**src/rtl/redmule_pkg.sv**
```systemverilog
// Shared types and constants for the RedMulE Z-buffer writeback path.
package redmule_pkg;

  localparam int unsigned ZBUF_DRAIN_DEPTH     = 3;
  localparam int unsigned ZBUF_DRAIN_WORD_SIZE = 32;
  localparam int unsigned ZBUF_DRAIN_COLS      = 4;

  typedef enum logic [1:0] {
    StIdle,
    StDrain,
    StFlush
  } z_drain_state_e;

  // Default beat layout; users with other geometries pass their own type to the FIFO.
  typedef struct packed {
    logic [ZBUF_DRAIN_COLS*ZBUF_DRAIN_WORD_SIZE-1:0] data;
    logic                                            last;
  } z_beat_t;

endpackage

```
**src/rtl/redmule_z_drain_fifo.sv**
```systemverilog
// Small register FIFO with push/pop/count and synchronous clear.
module redmule_z_drain_fifo
  import redmule_pkg::*;
#(
  parameter int unsigned Depth  = ZBUF_DRAIN_DEPTH,
  parameter type         beat_t = z_beat_t,
  localparam int unsigned CntW  = $clog2(Depth + 1),
  localparam int unsigned PtrW  = $clog2(Depth)
) (
  input  logic            clk_i,
  input  logic            rst_ni,
  input  logic            clear_i,
  input  logic            push_i,
  input  beat_t           data_i,
  input  logic            pop_i,
  output beat_t           data_o,
  output logic [CntW-1:0] cnt_o,
  output logic            empty_o
);

  beat_t           mem_q [Depth];
  logic [PtrW-1:0] wr_ptr_q, rd_ptr_q;
  logic [CntW-1:0] cnt_q;
  logic            full;

  // Pointers wrap explicitly since Depth need not be a power of two.
  function automatic logic [PtrW-1:0] ptr_inc(input logic [PtrW-1:0] p);
    return (p == PtrW'(Depth - 1)) ? '0 : p + PtrW'(1);
  endfunction

  assign full    = (cnt_q == CntW'(Depth));
  assign empty_o = (cnt_q == '0);
  assign cnt_o   = cnt_q;
  assign data_o  = mem_q[rd_ptr_q];

  // Storage, pointers and occupancy.
  always_ff @(posedge clk_i or negedge rst_ni) begin
    if (!rst_ni) begin
      for (int i = 0; i < Depth; i++) mem_q[i] <= '0;
      wr_ptr_q <= '0;
      rd_ptr_q <= '0;
      cnt_q    <= '0;
    end else if (clear_i) begin
      wr_ptr_q <= '0;
      rd_ptr_q <= '0;
      cnt_q    <= '0;
    end else begin
      if (push_i) begin
        mem_q[wr_ptr_q] <= data_i;
        wr_ptr_q        <= ptr_inc(wr_ptr_q);
      end
      if (pop_i) rd_ptr_q <= ptr_inc(rd_ptr_q);
      cnt_q <= cnt_q + CntW'(push_i) - CntW'(pop_i);
    end
  end

  overflow_a : assert property (@(posedge clk_i) disable iff (!rst_ni || clear_i)
    (push_i && full) |-> pop_i);
  underflow_a : assert property (@(posedge clk_i) disable iff (!rst_ni || clear_i)
    pop_i |-> !empty_o);

endmodule

```
**src/rtl/redmule_z_drain.sv**
```systemverilog
// Drains a completed Z tile row by row onto a valid/ready stream with column strobes.
module redmule_z_drain
  import redmule_pkg::*;
#(
  parameter int unsigned WORD_SIZE = 32,
  parameter int unsigned ROWS      = 4,
  parameter int unsigned COLS      = 4,
  localparam int unsigned RowW     = $clog2(ROWS + 1),
  localparam int unsigned ColW     = $clog2(COLS + 1),
  localparam int unsigned AddrW    = $clog2(ROWS),
  localparam int unsigned BeatW    = COLS * WORD_SIZE,
  localparam int unsigned StrbW    = BeatW / 8
) (
  input  logic             clk_i,
  input  logic             rst_ni,
  input  logic             clear_i,
  input  logic             start_i,
  input  logic [RowW-1:0]  rows_i,
  input  logic [ColW-1:0]  cols_i,
  output logic             row_read_en_o,
  output logic [AddrW-1:0] row_read_addr_o,
  input  logic [BeatW-1:0] row_rdata_i,
  output logic [BeatW-1:0] data_o,
  output logic [StrbW-1:0] strb_o,
  output logic             last_o,
  output logic             valid_o,
  input  logic             ready_i,
  output logic             busy_o,
  output logic             done_o
);

  localparam int unsigned FifoCntW = $clog2(ZBUF_DRAIN_DEPTH + 1);

  typedef struct packed {
    logic [BeatW-1:0] data;
    logic             last;
  } beat_t;

  z_drain_state_e    state_q, state_d;
  logic [RowW-1:0]   rd_cnt_q, rd_cnt_d;
  logic [RowW-1:0]   rows_q, rows_d;
  logic [ColW-1:0]   cols_q, cols_d;
  logic              inflight_q, inflight_d;
  logic              inflight_last_q, inflight_last_d;
  logic              done_q, done_d;

  logic              push, pop, fifo_empty;
  beat_t             fifo_in, fifo_out;
  logic [FifoCntW-1:0] fifo_cnt, fifo_cnt_next;
  logic [FifoCntW:0] credit_used;

  // Rows in the FIFO plus the row in flight must never exceed the FIFO depth.
  assign credit_used   = (FifoCntW+1)'(fifo_cnt) + (FifoCntW+1)'(inflight_q);
  assign row_read_en_o = (state_q == StDrain) && (rd_cnt_q < rows_q) &&
                         (credit_used < (FifoCntW+1)'(ZBUF_DRAIN_DEPTH));
  assign row_read_addr_o = rd_cnt_q[AddrW-1:0];

  assign push          = inflight_q && !clear_i;
  assign fifo_in       = '{data: row_rdata_i, last: inflight_last_q};
  assign valid_o       = !fifo_empty;
  assign pop           = valid_o && ready_i;
  assign fifo_cnt_next = fifo_cnt + FifoCntW'(push) - FifoCntW'(pop);

  assign data_o = fifo_out.data;
  assign last_o = fifo_out.last;
  assign busy_o = (state_q != StIdle);
  assign done_o = done_q;

  redmule_z_drain_fifo #(
    .Depth  (ZBUF_DRAIN_DEPTH),
    .beat_t (beat_t)
  ) u_fifo (
    .clk_i   (clk_i),
    .rst_ni  (rst_ni),
    .clear_i (clear_i),
    .push_i  (push),
    .data_i  (fifo_in),
    .pop_i   (pop),
    .data_o  (fifo_out),
    .cnt_o   (fifo_cnt),
    .empty_o (fifo_empty)
  );

  // Byte strobes enable only the valid columns; data is never masked.
  always_comb begin
    strb_o = '0;
    for (int c = 0; c < COLS; c++) begin
      strb_o[c*WORD_SIZE/8 +: WORD_SIZE/8] = (c < int'(cols_q)) ? '1 : '0;
    end
  end

  // Next state, read counter and tile-parameter latching; clear overrides everything.
  always_comb begin
    state_d         = state_q;
    rd_cnt_d        = rd_cnt_q;
    rows_d          = rows_q;
    cols_d          = cols_q;
    done_d          = 1'b0;
    inflight_d      = row_read_en_o;
    inflight_last_d = inflight_last_q;

    if (row_read_en_o) begin
      rd_cnt_d        = rd_cnt_q + RowW'(1);
      inflight_last_d = ((rd_cnt_q + RowW'(1)) == rows_q);
    end

    unique case (state_q)
      StIdle: begin
        if (start_i) begin
          state_d  = StDrain;
          rows_d   = rows_i;
          cols_d   = cols_i;
          rd_cnt_d = '0;
        end
      end
      StDrain, StFlush: begin
        // Look one edge ahead so done lands right after the last beat is taken.
        if ((rd_cnt_d == rows_q) && !inflight_d && (fifo_cnt_next == '0)) begin
          state_d = StIdle;
          done_d  = 1'b1;
        end else if (rd_cnt_d == rows_q) begin
          state_d = StFlush;
        end
      end
      default: state_d = StIdle;
    endcase

    if (clear_i) begin
      state_d         = StIdle;
      rd_cnt_d        = '0;
      inflight_d      = 1'b0;
      inflight_last_d = 1'b0;
      done_d          = 1'b0;
    end
  end

  // State registers.
  always_ff @(posedge clk_i or negedge rst_ni) begin
    if (!rst_ni) begin
      state_q         <= StIdle;
      rd_cnt_q        <= '0;
      rows_q          <= '0;
      cols_q          <= '0;
      inflight_q      <= 1'b0;
      inflight_last_q <= 1'b0;
      done_q          <= 1'b0;
    end else begin
      state_q         <= state_d;
      rd_cnt_q        <= rd_cnt_d;
      rows_q          <= rows_d;
      cols_q          <= cols_d;
      inflight_q      <= inflight_d;
      inflight_last_q <= inflight_last_d;
      done_q          <= done_d;
    end
  end

endmodule

```
**config.mk**
```make
export PLATFORM = sky130hd
export DESIGN_NAME = redmule_z_drain
export DESIGN_NICKNAME = d
export VERILOG_FILES = /design/src/rtl/redmule_pkg.sv /design/src/rtl/redmule_z_drain_fifo.sv /design/src/rtl/redmule_z_drain.sv
export SDC_FILE = /design/constraint.sdc
export NUM_CORES = 1
export LEC_CHECK = 0
export ABC_CLOCK_PERIOD_IN_PS = 3440
export BUFFER_PORTS_ARGS = -buffer_cell sky130_fd_sc_hd__buf_2
export CORE_MARGIN = 8
export CORE_UTILIZATION = 61
export DETAILED_ROUTE_END_ITERATION = 10
export PLACE_DENSITY_LB_ADDON = 0.12
export SLEW_MARGIN = 25
export SYNTH_ARGS = -nofsm -noshare
export SYNTH_HDL_FRONTEND = slang
export SYNTH_HIERARCHICAL = 1
export SYNTH_SLANG_ARGS = --single-unit
```
**constraint.sdc**
```tcl
create_clock -name clk_i -period 3.44 [get_ports clk_i]
set_input_delay 0.344 -clock clk_i [delete_from_list [all_inputs] [get_ports clk_i]]
set_output_delay 0.344 -clock clk_i [all_outputs]
set_load 0.02 [all_outputs]
```
### Word level (Yosys, flattened, before mapping)

Index checks and enable logic that the tools add are counted.

* add/sub/neg operators: 6
* muxes and demuxes: 32
* reductions and logical operators: 21
* $lt $le $gt $ge: 9
* multipliers: 0
* eq/ne operators: 8
* shifts and indexed selects: 0
* bitwise gates (word level): 3
* div/mod/pow operators: 0

Operator list (count)
* bitwise mux 387 bit: 1
* 2-to-1 mux 129 bit: 3
* binary-select mux 129 bit (select 2 bit): 1
* demux 129 bit (select 2 bit): 1
* 2-to-1 mux 2 bit: 11
* 2-to-1 mux 4 bit: 4
* 2-to-1 mux 3 bit: 4
* nonzero test 2 bit: 4
* logical AND 1 bit: 7
* == test 2 bit (second input constant): 3
* == test 3 bit: 2
* >= comparator 3 bit (second input constant): 2
* zero test 2 bit: 3
* less-than comparator 1 x 3 -> 1 bit (first input constant): 2
* less-than comparator 2 x 3 -> 1 bit (first input constant): 2
* 2-to-1 mux 1 bit: 6
* NOT 2 -> 3 bit: 2
* AND reduction 2 bit: 3
* adder 2 x 1 -> 2 bit (second input constant): 2
* != test 4 bit (second input constant): 1
* case mux 2 bit (2 select lines): 1
* adder 2 x 1 -> 3 bit: 1
* adder 3 x 1 -> 3 bit (second input constant): 1
* zero test 1 bit: 3
* 9 further kinds: 9

* memory bits (read-only): 0
* memories kept: 0
* output and inout bits: 151
* register bits: 407
* latch bits: 0
* input port bits: 139
* memory bits (writable): 0
* logic and storage cells: 95

### Depth between registers and ports, before layout

Gate-level depths: netlist (run 1).

* depth after elaboration: 10
* depth in mapped cells: 9
* gate-level depth less buffers: 9

### By module

The synthesis (run 1) kept the hierarchy.

Modules (own cells, without submodules)
* redmule_z_drain_fifo: times used 1, cells each 1150, area an instance 17466.8 um^2, seq. area each 9834.4 um^2
* redmule_z_drain: times used 1, cells each 113, area an instance 1068.5 um^2, seq. area each 350.3 um^2

### Least setup slack after synthesis (run 1)

Ideal clock, no wire load.

* kind: input port to flip-flop
* from: in clear_i
* to: reg u_fifo/mem_q[341] in the netlist's numbering
* path buffers: 3
* arrival: 1.806 ns
* library setup time: 0.125 ns
* stages: 6
* slack: 1.509 ns
* data required time: 3.315 ns
* cell sequence: clkbuf_1 > nor2b_1 > nor4b_4 > buf_4 > buf_6 > mux2_2

* longest elaborated chain between the ends: 3
* elaborated cells on any way between the ends: 4
* those cells by class: bitwise: 1; reduce/logical: 3

RTL lines
* start: declaration: line redmule_z_drain.sv:16 `input logic clear_i,`
* zero test 1 bit: line redmule_z_drain.sv:58 `assign push = inflight_q && !clear_i;`
* logical AND 1 bit: line redmule_z_drain.sv:58
* net push: line redmule_z_drain.sv:47 `logic push, pop, fifo_empty;`
* AND reduction 2 bit (no line)
* end signal: indexed assignment: line redmule_z_drain_fifo.sv:49 `mem_q[wr_ptr_q] <= data_i;`
* end: declaration: line redmule_z_drain_fifo.sv:21 `beat_t mem_q [Depth];`

The timed path passes the listed nets, and every way through them passes these cells.
A chain may end at the register's enable or synchronous reset.

### Final worst setup path (run 1)

* from: reg u_fifo.rd_ptr_q[0]
* to: out data_o[125]

* longest elaborated chain between the ends: 4

RTL lines
* start: declaration: line redmule_z_drain_fifo.sv:22 `logic [PtrW-1:0] wr_ptr_q, rd_ptr_q;`
* start signal: assignment: line redmule_z_drain_fifo.sv:52 `if (pop_i) rd_ptr_q <= ptr_inc(rd_ptr_q);`
* NOT 2 -> 3 bit (implied by the code): line redmule_z_drain_fifo.sv:34 `assign data_o = mem_q[rd_ptr_q];`
* binary-select mux 129 bit (select 2 bit): line redmule_z_drain_fifo.sv:34
* 2-to-1 mux 129 bit (implied by the code) (2 in series): line redmule_z_drain_fifo.sv:34
* end: declaration: line redmule_z_drain.sv:23 `output logic [BeatW-1:0] data_o,`

Every way passes these cells. The select of a mux whose other input is x is not followed.

==> impl_metrics.ini, run 1 <==
[place]
port_buffers = 289
hpwl_um = 26060
place_ws_ns = 0.8338
place_congestion = 0.7503
place_area_um2 = 20150

[routing]
wire_per_inst_um = 21.05
initialDrtViolationCount = 618
detail_route.vias_per_cell = 5.765
drcViolationCount = 0
route.vias.total = 11260
antenna_left = 0
wl_um = 41110
drt-pass1-iter-count = 4

[layout]
n_fill_cell = 2136
layout_common_cells = dfrtp_1 (405), mux2_2 (391), buf_2 (288)
layout-drive-gt1-share_pct = 50.90
finish.utilization_pct = 71.35
nets = 1672
final_common_cell = dfrtp_1
areaGrowthSynthToFinish_pct = 16.51
multi_input_area_um2 = 7550
seqCellArea_um2 = 10190
finalInstanceArea_um2 = 21600

[floorplanning]
fp.dieH_um = 190.3
io_pins = 290
fp.dieArea_um2 = 36220
die_w_um = 190.3
rows = 64
initial_utilization_pct = 61.24
core-area_um2 = 30270

[sta]
setup_tns_ns = 0
rsz0062_at_grt = false
slew_headroom_pct = 36.62
worst_slack_ns = 0.5438
worst_pin_slew_ns = 0.9506
fin_crit_ns = 2.896
finClkSkew_ns = 0.02205
timing.final.crit_share_pct = 84.19
fmax_mhz = 345.3
setup_viol = 0
hold_viol_final = 0
drv_slew = 0

[logic_synthesis]
avgSynthCellArea_um2 = 14.68
synth_seq_cells = 407
netlist_area_um2 = 18540
synth_seq_area_share_pct = 54.95
syn_inst = 1263
synth_cell_types = 42
synth_nets = 1415
yosys_warnings = 6

[grt]
grt_pass1_vias = 12550
grt_start_max_net_pins = 119
grt_first_pass_wirelength_um = 66600
antenna_found_initial = 12
grt_util_all_layers_pct = 22.58
globalRoute.totalOverflow = 0

[cts]
cts.sinks = 407
path_clk_slew_ns = 0.05
cts_tree = built
clk_path_buf_depth = 3
insertion_delay_ns = 0.54
cts.htree.levels = 2
cts_buffers = 43
ctsResizeCount = 0
cts_root_buf = clkbuf_16
post_cts_buffers = 0

[flow_run]
cap_viol_max_count = 0

[setup_path]
worstPathArrival_ns = 2.55
rr_startpoint = inflight_q
start_kind = register
crit_path_end = data_o[125]
critical_path_class = reg -> out
path_max_fanout = 53
reg2reg_depth = 4
r2r_end = u_fifo/mem_q[6]
r2r_slack_ns = 1.10
startpoint = u_fifo/rd_ptr_q[0]
worstSetupEndpointType = output port
cp_slowest_cell = dfrtp_4
crit_required_ns = 3.10
cp_cell_sequence = buf_12 -> mux2i_1 -> o22ai_1 -> buf_2
slowest_delay_ns = 0.90

[pwr]
p_sw_share_pct = 34.39
p_total_mw = 16.91
p_per_area_nw_per_um2 = 783.2
max-vdd-ir-drop_v = 0.0006419
pwr-share-clk_pct = 27.4
p_leak_nw = 10.26
p_sw_mw = 5.818
p_int_mw = 11.10
p_seq_share_pct = 37.9
combPwrFrac_pct = 34.8

[status]
outcome = completed

[worst_hold_path]
hold_path.class = in -> reg
hold_path_depth = 3
worst min path at each step:
stage | startpoint | to
final | rows_i[2] | rows_q[2]
after global routing | rows_i[2] | rows_q[2]
after CTS | rows_i[2] | rows_q[2]
after detailed placement | u_fifo/mem_q[303] | u_fifo/mem_q[303]
after global placement | u_fifo/mem_q[345] | u_fifo/mem_q[345]
after floorplan | rst_ni | cols_q[0]
metal layers:
metal  GRT usage [%]  wire length, µm  vias to the layer above
li1                -                -                     5168
met1           29.84            18060                     5761
met2           36.83            19660                      239
met3           5.523             2431                       75
met4           6.354              859                       16
met5               0               99                        -
logic make-up (layout without fill, tap and decap cells):
family	after synthesis	count (layout)	share of synthesized area, %
AOI/OAI and AO/OA	149	149	6.825
xor gates and xnor gates	8	8	0.4928
adders and majority gates	13	13	0.8776
buffers and inverters	116	405	4.401
DFF	407	407	54.95
muxes	521	521	30.77
other	0	5	0
and+or+nand+nor	49	49	1.681
flip-flops by register name (all words and copies together), names as in the netlist:
| name | flops |
|---|---|
| done_o | 1 |
| inflight_q | 1 |
| u_fifo/mem_q | 387 |
| u_fifo/cnt_o | 2 |
| state_q | 2 |
| cols_q | 3 |
| inflight_last_q | 1 |
| rows_q | 3 |
| u_fifo/wr_ptr_q | 2 |
| rd_cnt_q | 3 |
| u_fifo/rd_ptr_q | 2 |
per-stage QoR:
| stage | hold WS, ns | std cells |
|---|---|---|
| 4_1_cts | 0.007331 | 1948 |
| 5_1_grt | 0.02112 | 1952 |
| 6_report | 0.02698 | 1953 |
| 3_5_place_dp | 0.4945 | 1870 |
| 2_1_floorplan | 0.04841 | 1263 |
| 3_3_place_gp | 0.4880 | 1870 |
critical path, delay by kind of cell, from the launching register on:
kind                   cells  cell delay, ns
AO/OA/AOI/OAI              1            0.30
buffers and inverters      2            0.67
flip-flops                 1            0.90
multiplexers               1            0.15
power by group through the flow:
stage               sequential [mW]  clock (mW)  combinational (mW)
finish                         6.40        4.63                5.88
global route                   6.55        4.94                6.33
CTS                            6.40        4.73                5.97
detailed placement             6.48           0                5.92
global placement               6.42           0                5.82
floorplan                      6.25           0                4.24
area by class of cell:
type / instances / share of cell area, %
Sequential cell: 407 / 47.20
Multi-Input combinational cell: 740 / 34.96
Timing Repair Buffer: 316 / 8.679
Clock buffer: 59 / 5.632
Tap cell: 396 / 2.294
Clock inverter: 18 / 0.9734
Inverter: 12 / 0.2086
Antenna cell: 5 / 0.05794
cell usage after synthesis (all sizes together):
library cell | instances | area (µm²)
o22ai | 3 | 25.02
or2 | 1 | 6.260
nor2 | 8 | 30.03
nor4 | 3 | 18.77
a21oi | 7 | 35.03
o211a | 1 | 10.01
xor2 | 1 | 8.760
xnor3 | 1 | 22.52
nor2b | 7 | 43.79
clkbuf | 19 | 71.32
nor3b | 1 | 12.51
dfrtp | 407 | 10180
nor3 | 3 | 15.01
and2 | 2 | 12.51
a21o | 1 | 7.510
mux2i | 130 | 1301
and4bb | 2 | 25.02
o211ai | 1 | 7.510
o22a | 1 | 8.760
mux2 | 391 | 4403
or3 | 2 | 12.51
o31ai | 1 | 7.510
ha | 13 | 162.7
xnor2 | 6 | 60.06
nand2b | 6 | 37.54
nand3b | 3 | 26.27
inv | 12 | 45.04
buf | 85 | 699.4
o21ai | 4 | 20.02
o21a | 2 | 22.52
o2bb2ai | 128 | 1121
or3b | 2 | 17.52
nand2 | 8 | 30.03
nor4b | 1 | 23.77
timing repair:
item | 4_1_cts | 5_1_grt
endpoints found under the setup margin | 0 | 0
hold endpoints to repair | 109 | 0
hold buffers | 1 | 0
(Power assumes the default switching activity.)
==> run 2: changes to the inputs <==
ABC_AREA = 1   (was default)
ABC_CLOCK_PERIOD_IN_PS = 2500   (was 3440)
CORE_UTILIZATION = 51   (was 61)
clock period = 2.5 ns   (was 3.44 ns; I/O delays follow)
==> run 2 against run 1 <==
Largest power group unchanged. Flip-flop and latch count stayed put. Die area is 13% higher. Count of clock-buffer cells in the layout is 10 higher. Routed wire length is 13% higher. Final area is 1.2% higher. Core utilization is 7.9 points lower. Power is 43% higher. Combinational power is 50% higher. Clock skew is 0.0086 ns lower. Critical path type unchanged. Critical endpoint is now data_o[61]. Via count is 32% higher.
==> impl_metrics.ini, run 2 <==
[status]
outcome = completed

[cts]
cts.htree.levels = 2
path_clk_slew_ns = 0.06
cts_tree = built
cts.sinks = 407
insertion_delay_ns = 0.54
cts_root_buf = clkbuf_16
post_cts_buffers = 0
cts_hold_buffers = 79
cts_buffers = 44
clk_path_buf_depth = 3
ctsResizeCount = 0

[floorplanning]
die_w_um = 202.6
fp.dieH_um = 202.6
fp.dieArea_um2 = 41050
io_pins = 290
initial_utilization_pct = 51.54
rows = 68
core-area_um2 = 34460

[setup_path]
startpoint = u_fifo/rd_ptr_q[0]
crit_path_end = data_o[61]
reg2reg_depth = 14
critical_path_class = reg -> out
start_kind = register
worstSetupEndpointType = output port
slowest_delay_ns = 0.45
path_max_fanout = 72
r2r_end = state_q[0]
crit_required_ns = 2.25
cp_cell_sequence = inv_1 -> nor2_4 -> buf_12 -> nand2_1 -> nand3_1 -> buf_2
rr_startpoint = u_fifo/cnt_o[0]
r2r_slack_ns = 0.50
cp_slowest_cell = dfrtp_1
worstPathArrival_ns = 2.10

[sta]
timing.final.crit_share_pct = 93.88
setup_viol = 0
drv_slew = 0
slew_headroom_pct = 58.42
hold_viol_final = 0
worst_pin_slew_ns = 0.6237
fmax_mhz = 426.1
finClkSkew_ns = 0.01342
fin_crit_ns = 2.347
rsz0062_at_grt = false
setup_tns_ns = 0

[logic_synthesis]
synth_commonest_cells = nand2_1 (800), dfrtp_1 (407), o21ai_0 (216)
yosys_warnings = 6
synth_edf_count = 0
synth_seq_area_share_pct = 57.35
synth_nets = 2271
syn_inst = 2119
synth_seq_cells = 407
synth_cell_types = 27
synth-async-reset-ratio_pct = 100.0
ys_top_cells_by_area = dfrtp_1 (57%), nand2_1 (17%), o21ai_0 (6.1%)
yosysMostFrequentCell = nand2_1
avgSynthCellArea_um2 = 8.381
synth_top_cell_by_area = dfrtp_1
synth_flop_cell = dfrtp_1
netlist_area_um2 = 17760
synth.top_cell.area_share_pct = 57.35

[pwr]
p_sw_share_pct = 37.97
max-vdd-ir-drop_v = 0.0007037
p_sw_mw = 9.189
pwr-share-clk_pct = 26.4
p_seq_share_pct = 37.2
combPwrFrac_pct = 36.4
p_leak_nw = 11.32
p_per_area_nw_per_um2 = 1107
p_total_mw = 24.20
p_int_mw = 15.01

[layout]
areaGrowthSynthToFinish_pct = 23.07
finalInstanceArea_um2 = 21860
n_fill_cell = 2970
layout_common_cells = nand2_1 (800), dfrtp_1 (407), buf_2 (288)
seqCellArea_um2 = 10180
multi_input_area_um2 = 6271
nets = 2582
layout-drive-gt1-share_pct = 16.97
regMostFlops = u_fifo/mem_q
finish.utilization_pct = 63.43
final_common_cell = nand2_1
insertedDiodeCount = 0
largest_reg_flops = 387

[grt]
grt_util_all_layers_pct = 22.61
globalRoute.totalOverflow = 0
grt_pass1_vias = 15080
antenna_found_initial = 0
grt_first_pass_wirelength_um = 77630
grt_start_max_net_pins = 134

[routing]
initialDrtViolationCount = 1001
drt-pass1-iter-count = 6
route.vias.total = 14880
wire_per_inst_um = 15.95
wl_um = 46460
drcViolationCount = 0
antenna_left = 0
detail_route.vias_per_cell = 5.111

[flow_run]
cap_viol_max_count = 0

[place]
place_congestion = 0.8007
port_buffers = 289
hpwl_um = 29570
place_area_um2 = 19640

[worst_hold_path]
hold_path.class = in -> reg
hold_path_depth = 3
run 2: worst min path at each step:
stage | from | to
2_1_floorplan | rst_ni | cols_q[0]
3_3_place_gp | rst_ni | u_fifo/mem_q[350]
3_5_place_dp | rst_ni | u_fifo/mem_q[92]
4_1_cts | row_rdata_i[103] | u_fifo/mem_q[233]
5_1_grt | row_rdata_i[23] | u_fifo/mem_q[282]
6_report | row_rdata_i[103] | u_fifo/mem_q[233]
run 2: logic make-up after synthesis:
group | synth area share (%)
simple gates | 22.25
flops | 57.35
compound gates | 11.41
buf+inv | 7.700
fa+ha+maj | 0.9159
xor+xnor | 0.1903
mux | 0.1902
run 2: final cells by class:
type                       instances  share of cell area [%]
inverter                         166                   2.851
timing repair buffer             406                   12.73
sequential                       407                   46.60
multi-input combinational       1405                   28.69
tap                              455                   2.605
clock buffer                      69                   6.205
clock inverter                     4                  0.3206
run 2: critical path: cells and delay by family, from the launching register on:
family | cells | cell delay, ns
buffers and inverters | 3 | 0.62
DFF | 1 | 0.45
and+or+nand+nor | 3 | 0.42
run 2: power by group through the flow:
stage                     logic [mW]  registers [mW]  clock network, mW
after floorplan                 5.90            8.87                  0
after global placement          8.69            9.03                  0
after detailed placement        8.81            9.07                  0
after CTS                       8.94            8.98               6.54
after global routing            9.72            9.18               6.79
final                           8.82            9.00               6.39
run 2: layer usage:
layer | track usage [%] | vias to the layer above | share of wire (%)
met2 | 36.90 | 453 | 47
met4 | 6.035 | 0 | 2.0
met3 | 4.766 | 69 | 6.3
li1 | - | 7328 | -
met5 | 0 | - | 0
met1 | 30.43 | 7032 | 44
run 2: metrics by stage:
step | std cells | setup WS, ns | hold WS (ns)
2_1_floorplan | 2119 | 0.7033 | -0.04559
3_3_place_gp | 2760 | 0.5721 | 0.2663
3_5_place_dp | 2760 | 0.5198 | 0.2711
4_1_cts | 2912 | 0.1170 | 0.0005470
5_1_grt | 2912 | 0.02574 | 0.007479
6_report | 2912 | 0.1530 | 0.01398
